[src/rtl/burst_addr_issuer.sv]
// Issues cmd_length consecutive addresses from cmd_base; first address one cycle after command accept.
// Output stream holds while addr_ready is low; enable low freezes all state and blocks both handshakes.
module burst_addr_issuer #(
  parameter int COUNTER_WIDTH = 32,
  parameter int MATRIX_WIDTH  = 14
) (
  input  logic                     clk,
  input  logic                     rst_n,
  input  logic                     enable,
  input  logic                     cmd_valid,
  output logic                     cmd_ready,
  input  logic [COUNTER_WIDTH-1:0] cmd_base,
  input  logic [COUNTER_WIDTH-1:0] cmd_length,
  output logic                     addr_valid,
  input  logic                     addr_ready,
  output logic [COUNTER_WIDTH-1:0] addr,
  output logic                     addr_last,
  output logic                     busy,
  output logic                     done
);

  // MATRIX_WIDTH is kept only so the parameter set matches the rest of the load path.
  localparam int CW = COUNTER_WIDTH + (MATRIX_WIDTH * 0);

  typedef enum logic {IDLE, ISSUE} state_t;

  state_t          state_q, state_d;
  logic [CW-1:0]   addr_reg, addr_d;
  logic [CW-1:0]   remaining, remaining_d;
  logic            done_reg, done_d;
  logic            cmd_hs, addr_hs, on_last;

  assign cmd_ready  = (state_q == IDLE) & enable;
  assign addr_valid = (state_q == ISSUE) & enable;
  assign addr       = addr_reg;
  assign on_last    = (remaining == CW'(1));
  assign addr_last  = (state_q == ISSUE) & on_last;
  assign busy       = (state_q == ISSUE);
  assign done       = done_reg;
  assign cmd_hs     = cmd_valid & cmd_ready;
  assign addr_hs    = addr_valid & addr_ready;

  always_comb begin
    state_d     = state_q;
    addr_d      = addr_reg;
    remaining_d = remaining;
    done_d      = done_reg;
    if (enable) begin
      done_d = 1'b0;
      case (state_q)
        IDLE: begin
          if (cmd_hs) begin
            if (cmd_length != '0) begin
              addr_d      = cmd_base;
              remaining_d = cmd_length;
              state_d     = ISSUE;
            end else begin
              done_d = 1'b1;
            end
          end
        end
        ISSUE: begin
          if (addr_hs) begin
            addr_d      = addr_reg + CW'(1);
            remaining_d = remaining - CW'(1);
            if (on_last) begin
              state_d = IDLE;
              done_d  = 1'b1;
            end
          end
        end
        default: state_d = IDLE;
      endcase
    end
  end

  always_ff @(posedge clk) begin
    if (!rst_n) begin
      state_q   <= IDLE;
      addr_reg  <= '0;
      remaining <= '0;
      done_reg  <= 1'b0;
    end else begin
      state_q   <= state_d;
      addr_reg  <= addr_d;
      remaining <= remaining_d;
      done_reg  <= done_d;
    end
  end

endmodule

[config.mk]
export PLATFORM = sky130hd
export DESIGN_NAME = burst_addr_issuer
export DESIGN_NICKNAME = d
export VERILOG_FILES = /design/src/rtl/burst_addr_issuer.sv
export SDC_FILE = /design/constraint.sdc
export NUM_CORES = 1
export LEC_CHECK = 0
export CORE_UTILIZATION = 47
export CTS_CLUSTER_DIAMETER = 50
export DETAILED_ROUTE_END_ITERATION = 8
export PLACE_DENSITY = 0.76
export SYNTH_ARGS = -nofsm -noshare
export SYNTH_HDL_FRONTEND = slang
export SYNTH_SLANG_ARGS = --single-unit
[constraint.sdc]
create_clock -name clk -period 4.6 [get_ports clk]
set_input_delay 1.38 -clock clk [delete_from_list [all_inputs] [get_ports clk]]
set_output_delay 1.38 -clock clk [all_outputs]
set_load 0.01 [all_outputs]
* Word level (Yosys, flattened, before mapping) *
Index checks and enable logic that the tools add are counted.

storage, ports and cells
  bits in registers = 66
  word-level logic and storage cells = 36
  input bits = 69

cells by class
  equality and inequality tests = 4
  bitwise logic cells = 6
  reductions and logical operators = 2
  muxes and demuxes = 18
  add/subtract/negate cells = 2

operator list
  cell                                                count
  two-way mux 32 bit                                  6
  case mux 32 bit (2 select lines)                    2
  adder 32 x 1 -> 32 bit, second input constant       1
  == test 32 x 1 -> 1 bit, second input constant      1
  nonzero test 32 bit                                 1
  subtractor 32 x 1 -> 32 bit, second input constant  1
  two-way mux 1 bit                                   8
  AND 1 bit                                           5
  != test 2 x 1 -> 1 bit, second input constant       2
  case mux 1 bit (2 select lines)                     2
  AND reduction 4 bit                                 1
  != test 2 bit, second input constant                1
  inverter 1 bit                                      1

* Longest topological paths before layout *
Gate-level depths: netlist of the first run.

  word-level depth = 5
  gate-level depth with buffers = 9

* Worst setup path before layout of the first run *
No wires, ideal clock.

  kind = reg2out
  from = reg remaining[24]
  to = out addr_last
  arrival = 2005 ps
  slack = 1215 ps
  data required time = 3220 ps
  buffers on the path = 0
  stages on the path, launching flop included = 6
  cell sequence = dfxtp_1 -> or3_1 -> or4_1 -> nor3_1 -> nand4_1 -> nor4_1

on the way
  word-level cells in the longest chain between the ends = 2

ends and longest elaborated chain
  what                      line  text
  start: declaration        29    logic [CW-1:0] remaining, remaining_d;
  start signal: assignment  86    remaining <= remaining_d;
  == test 32 x 1 -> 1 bit   36    assign on_last = (remaining == CW'(1));
  AND 1 bit                 37    assign addr_last = (state_q == ISSUE) & on_last;
  end: declaration          17    output logic addr_last,

Every way passes these cells.

* Worst setup path in the final report of the first run *
Same ends and word-level chain as after synthesis.

==> results.txt, run 1 <==
- Dividing the synthesized area by the synthesized cell count gives 7.12 um^2.
- Die Wd: 98.4 um
* Instance count of the mapped netlist: 614
- The H-tree was split into 3 levels.
* Via density per instance: 6.33
- The first global-routing pass estimated 23300 um of wire.
* Number of enable flip-flop cells after synthesis: 0
* Post-synthesis cell area: 0.00437 mm^2
- Post-CTS timing repair inserted 0 buffers for setup.
- Part of the total power dissipated in the clock network: 32.7%
- 106 I/O pins were placed.
- The worst path needs 4350 ps of the cycle, external delays included.
* Die Area: 0.00969 mm^2
* Arrival time of the worst setup path: 2970 ps
- Buffers inserted to repair hold after CTS numbered 0.
- Remaining routing DRC violations: 0
- In this run the vertical extent of the chip is 98.4 um.
* Number of antenna-violating nets in the routed design: 0
* Final net count: 769
- TritonCTS built the clock tree.
* IO Port Bufs: 105
- Along the worst path, the maximum fanout reaches 6.
- Share of total power in sequential cells: 41.0%
- In this run, post-CTS repair resized a total of 0 instances.
* Clock insertion delay at the later pin of the skew report: 360 ps
- Maximum number of pins on one net before global-route repair: 72
- The final critical path takes up 94.6% of the cycle.
- Setup slack on the critical path of the routed design comes to 251 ps.
- Fraction of final layout cells with drive strength greater than 1: 7.41%
- Starting utilization of the core area: 49.4%
- Post-Place Worst Slack: 474 ps
* Worst Setup Start Kind: flop
- Class of the tightest hold or removal check: reg2reg
* Initial antenna violation count: 0
- Final wirelength: 14200 um
- In this run the clock root is driven by a clkbuf_8.
- On the final layout, the worst clock skew is 12.9 ps.
* Switch Pwr: 0.521 mW
- Pint: 1.08 mW
- In the final routed layout, each cell accounts on average for 17.6 um.
- Mapped Nets: 686
- Longest Clk Path Bufs: 2
* Required time of the critical path: 3220 ps
* Synth-to-Final Area Change: 29.7%
- Num Clock Sinks: 66
* Top flip-flop cell by instance count after synthesis: dfxtp_1
- In this run, distinct cell masters in the synthesized netlist total 63.
* Number of design-rule violations left by the first detailed-router iteration: 503
- Adding up every negative setup slack in the final design gives 0 ps.
- Num rows: 34
* Share of total power in combinational logic: 26.3%
- Max capacitance violation total: 0
- Relative slew margins: 32.6%
- The number of antenna diodes in the final layout is 0.
- The detailed router placed 5127 vias in this run.
- Warnings, synthesis: 0
* Seq cells post-synth: 66
- The worst setup path is captured at an output pin.
- Total routing usage reported by global routing: 29.6%
- Post-synthesis async set-or-reset flop share: 0%
* Leakage: 1.96 nW
* Total clock buffers created by CTS: 9
- Setup violations remaining at the end of the flow were counted as 0.
* Core region area: 0.00885 mm^2
* Share of synthesized area occupied by flip-flops and latches: 30.2%
- Classification of the worst setup path: reg2out
* Result of the run: completed
- F_max: 230 MHz
- Detailed placement ended at an HPWL of 9720 um.
- Routability-driven placement finished with a final weighted congestion of 0.847.
- Grt ovf: 0
- Final number of hold-violating endpoints: 0
- Unrepaired setup endpoints after global routing: false
- Power spread over the standard cell area amounts to 282 mW/mm^2.
- Slew @ Worst Pin: 1010 ps
- The first detailed-routing pass ran for 7 iterations.
- IR analysis of the VDD net gives a maximum drop of 0.152 mV.
- Via count of the first global-routing pass: 4772
- The max-slew violation count came to 0.
- After clock tree synthesis, the clock-pin slew on the worst setup and hold paths is 70 ps.
- Proportion of total power due to net switching: 32.6%
final timing paths:
| kind | depth (start not counted) | start | to | slack (ps) |
|---|---|---|---|---|
| worst min-delay path | 2 | remaining[7] | remaining[7] | 490 |
| worst max-delay path | 6 | remaining[24] | addr_last | 250 |
| worst max register to register | 8 | remaining[0] | remaining[26] | 1650 |
| worst min register to register | 2 | remaining[7] | remaining[7] | 490 |
logic make-up after synthesis:
logic type                 share of synthesized area [%]
and+or+nand+nor                                     34.3
AOI/OAI and AO/OA                                   24.9
DFF                                                 30.2
buffers and inverters                               5.84
muxes                                               3.92
adders and majority gates                          0.859
power by group through the flow:
stage / Sequential (mW) / Clock [mW] / Combinational, mW
floorplan: 0.664 / 0 / 0.241
global placement: 0.665 / 0 / 0.402
detailed placement: 0.667 / 0 / 0.412
CTS: 0.654 / 0.521 / 0.415
global route: 0.663 / 0.548 / 0.458
finish: 0.656 / 0.523 / 0.420
area by class of cell:
| class | count | area, um^2 |
|---|---|---|
| Clock buffer | 12 | 155 |
| Clock inverter | 4 | 50.0 |
| Fill cell | 803 | 3180 |
| Inverter | 9 | 33.8 |
| Multi-Input combinational cell | 492 | 2810 |
| Sequential cell | 66 | 1320 |
| Tap cell | 108 | 135 |
| Timing Repair Buffer | 119 | 1170 |
synth_stat cells (all sizes together), types with 5 or more instances:
library cell,n,area share (%)
mux2,9,2.3
o21a,8,1.4
nor2,43,3.7
buf,11,1.8
clkbuf,35,3.1
a21o,5,0.86
a21oi,54,6.4
dfxtp,66,30
nor4,19,3.2
nand2,92,7.9
a31oi,29,4.1
and2,8,1.1
nor3,28,3.2
and3,14,2.0
o32ai,7,1.4
nor2b,9,1.3
nand4,13,1.9
or3,6,0.89
o21ai,38,4.4
or4,10,1.7
nand3,44,5.2
mux2i,7,1.6
inv,9,0.77
layout by cell type (no fill, tap or decap), drive strengths merged, types with 3 or more instances in the layout:
master and instances:
clkdlybuf4s50 105, nand2 92, dfxtp 66, a21oi 54, nand3 44, nor2 43, o21ai 38, a31oi 29
nor3 28, nor4 19, and3 14, buf 14, nand4 13, clkbuf 12, or4 10, inv 9
nor2b 9, mux2 9, o21a 8, and2 8, mux2i 7, o32ai 7, or3 6, a21o 5
and4 4, o22ai 4, a211oi 4, o211ai 4, a41oi 3, a21boi 3, ha 3
critical path, stage by stage, from the launching register on:
cell	delay [ps]
dfxtp_1	360
or3_1	450
or4_1	490
nor3_1	280
nand4_1	150
nor4_1	310
clkdlybuf4s50_1	590
layer usage:
metal | part of all wire, % | up-vias | track usage (%)
met3 | 7.7 | 24 | 5.67
met5 | 0 | - | 0
met4 | 1.9 | 0 | 9.53
li1 | - | 2445 | -
met1 | 43 | 2416 | 40.0
met2 | 47 | 242 | 47.8
through the flow:
step	total power, mW	utilization (%)	hold slack, ps	instance area, um^2	instances
floorplan	0.905	-	449	4370	614
global placement	1.07	61.8	461	5470	794
detailed placement	1.08	61.8	474	5470	794
CTS	1.59	64.1	485	5670	810
global route	1.67	64.1	500	5670	810
finish	1.60	64.1	489	5670	810
(Power assumes the default switching activity.)
==> inputs of run 2 (changes only) <==
- SETUP_SLACK_MARGIN: default -> 0.02
- TNS_END_PERCENT: default -> 20
==> results of run 2 <==
Same layout as run 1: the final DEF is identical, and so are final timing and power.
==> inputs of run 3 (changes only) <==
- CORE_MARGIN: default -> 2
==> run 3 against run 2 <==
Compared with the run above:
- core utilization fell by 2.0 points
- clock power grew 8.8%
- count of clock-buffer cells in the layout did not move
- sequential power barely moved
- flip-flop and latch count unchanged
- largest power group unchanged
- routed wire length is 0.50% lower
- clock skew is essentially flat
- hold slack got worse by 4.2 ps
- first-iteration DRC count shrank 48%
==> results.txt, run 3 (synthesis results as in run 1) <==
- The flow ran to the end, and the final reports show no timing, DRC or antenna violations.
- The routed wire length came to 14200 um (-0.50%).
- The net count reported at finish is 765 (-0.52%).
- Total clock buffers created by CTS: 9 (unchanged)
* Final number of hold-violating endpoints: 0 (unchanged)
* Core region area: 0.00915 mm^2 (+3.4%)
- Detailed Routing Iterations Pass 1: 7 (unchanged)
- The die outline area came to 0.0101 mm^2 (+4.1%).
- The half-perimeter wire length after detailed placement was 9670 um (-0.51%).
- Worst-path maximum fanout: 6 (unchanged)
* Total count of max-transition violations in the final report: 0 (unchanged)
- Final Instance Area: 0.00568 mm^2 (+0.15%)
- Fillers: 846 (+5.4%)
* Clock tree from TritonCTS: built
- The critical path is of the reg2out type.
* Most common cell after layout, fill and taps aside: clkdlybuf4s50_1
- In this run the most critical hold path is launched from remaining[13].
* Minimum clock period after layout: 4310 ps (-40.3 ps)
- Leaving out fill and tap cells, the most frequent cells in the layout are 105 x clkdlybuf4s50_1, 92 x nand2_1, 65 x dfxtp_1, 53 x a21oi_1.
- F_max: 232 MHz (+0.93%)
* Die Wd: 100 um (+2.0%)
- The area of placed instances came to 0.00544 mm^2 (-0.48%).
* Relative slew margins: 34.5% (+1.9 points)
- Total routing usage reported by global routing: 28.0% (-1.7 points)
- Delay of the slowest cell on the worst path: 590 ps (about the same)
- CTS clock-pin slew for the worst setup and hold paths: 80 ps (about the same)
- Unrepaired setup endpoints after global routing: false
- Number of antenna-violating nets in the routed design: 0 (unchanged)
* Max IR drop VDD: 0.149 mV (-1.7%)
* Maximum number of pins on one net before global-route repair: 67 (-6.9%)
- The routed via count divided by cell count came to 6.18 (-2.3%).
* Clock insertion delay at the later pin of the skew report: 340 ps (-20 ps)
- Clock Tree Root: clkbuf_8
- The cell family contributing the most delay on the critical path is simple AND/OR/NAND/NOR gates.
- Fraction of final layout cells with drive strength greater than 1: 7.16% (-0.24 points)
- Crit path buf inv count: 1 (unchanged)
* Initial antenna violation count: 0 (unchanged)
- The total congestion overflow was 0 (unchanged).
* Final worst-path cycle share: 93.7% (-0.88 points)
- H-Tree Depth: 3 (unchanged)
- Wirelength per Cell: 17.5 um (-0.38%)
- Required time of the critical path: 3220 ps (about the same)
* Remaining routing DRC violations: 0 (unchanged)
* Critical path startpoint: remaining[24]
- The final sum of negative setup slack is 0 ps (unchanged).
- Cell breakdown of the critical path: or3_1 -> or4_1 -> nor3_2 -> nand4_1 -> nor4_2 -> clkdlybuf4s50_1
- Highest-delay cell along the critical path: clkdlybuf4s50_1
- End-of-flow core utilization: 62.1% (-2.0 points)
* Worst Setup Start Kind: flop
- Longest Clk Path Bufs: 2 (unchanged)
- The count of clock tree sinks was 66 (unchanged).
- The effective utilization at floorplan came to 47.8% (-1.6 points).
- The number of endpoints failing setup at the final stage was 0 (unchanged).
* Via count: 5001 (-2.5%)
- The starting DRC count in detailed routing came to 263 (-48%).
- Weighted congestion reported at the end of routability-driven placement: 0.811 (-4.2%)
- Relative to the synthesized area, the layout overhead comes to 29.9%.
- Type of destination of the critical path: output pin
- The actual slew at the worst max-slew pin came to 983 ps (-28.0 ps).
* Final clock skew: 12.8 ps (-0.0734 ps)
* Arrival time of the worst setup path: 2930 ps (-40 ps)
* Chip Height: 100 um (+2.0%)
- The number of global-route vias before repair is 4797 (+0.52%).
* Critical register-to-register path startpoint: remaining[0]
- The leakage power came to 1.96 nW (about the same).
- Num rows: 35 (+2.9%)
* IO Port Bufs: 105 (unchanged)
- The antenna cell count is 0 (unchanged).
* Max capacitance violation total: 0 (unchanged)
- Count of hold-fix buffers inserted at cts: 0 (unchanged)
* Class of the tightest hold or removal check: reg2reg
* Power per Cell Area: 289 mW/mm^2 (+2.7%)
- The first-pass GRT wire length is 23000 um (-1.5%).
* Count of boundary I/O pins: 106 (unchanged)
[run 3: cell types whose count changed in the layout (fill, tap and decap cells not counted), sizes merged]
| cell | change |
|---|---|
| bufinv | +1 |
| clkinv | +1 |
| buf | -4 |
| clkinvlp | -2 |
[run 3: cell type report]
cell class	count	area (um^2)	area share (%)
multi-input combinational	492	2820	49.6
inverter	9	33.8	0.595
sequential	66	1320	23.3
clock inverter	4	73.8	1.30
clock buffer	12	155	2.73
tap	111	139	2.44
timing repair buffer	115	1140	20.0
[run 3: what timing repair did]
action / CTS / global route
hold endpoints to repair: 0 / 0
setup buffers: 0 / 0
endpoints found under the setup margin: 0 / 1
resized for setup: 0 / 2
[run 3: metrics by stage]
stage          total power [mW]  hold WS (ps)  setup WS (ps)  cells
5_1_grt                    1.72           518            158    809
6_report                   1.64           485            291    809
3_3_place_gp               1.07           463            558    793
4_1_cts                    1.64           485            183    809
3_5_place_dp               1.07           472            511    793
2_1_floorplan             0.905           449           1210    614
[run 3: tightest hold or removal path: stages, from the launching register on]
cell     delay [ps]
dfxtp_1         320
nand2_1          50
o32ai_1          70
[run 3: where the power goes]
part	internal (mW)	switching [mW]	total, mW
logic	0.189	0.228	0.418
registers	0.608	0.0490	0.657
clock network	0.335	0.234	0.569
total	1.13	0.511	1.64
[run 3: path summary, 6_finish.rpt]
path | to | slack (ps) | cells past startpoint
hold / removal | remaining[13] | 480 | 2
hold reg to reg | remaining[13] | 480 | 2
setup reg to reg | remaining[30] | 1720 | 7
setup / recovery | addr_last | 290 | 6
[run 3: per-layer routing]
metal	track usage (%)	share of wire [%]	up-vias
li1	-	-	2437
met1	35.0	43	2329
met2	48.0	49	203
met3	5.85	6.6	32
met4	9.27	2.2	0
met5	0	0	-
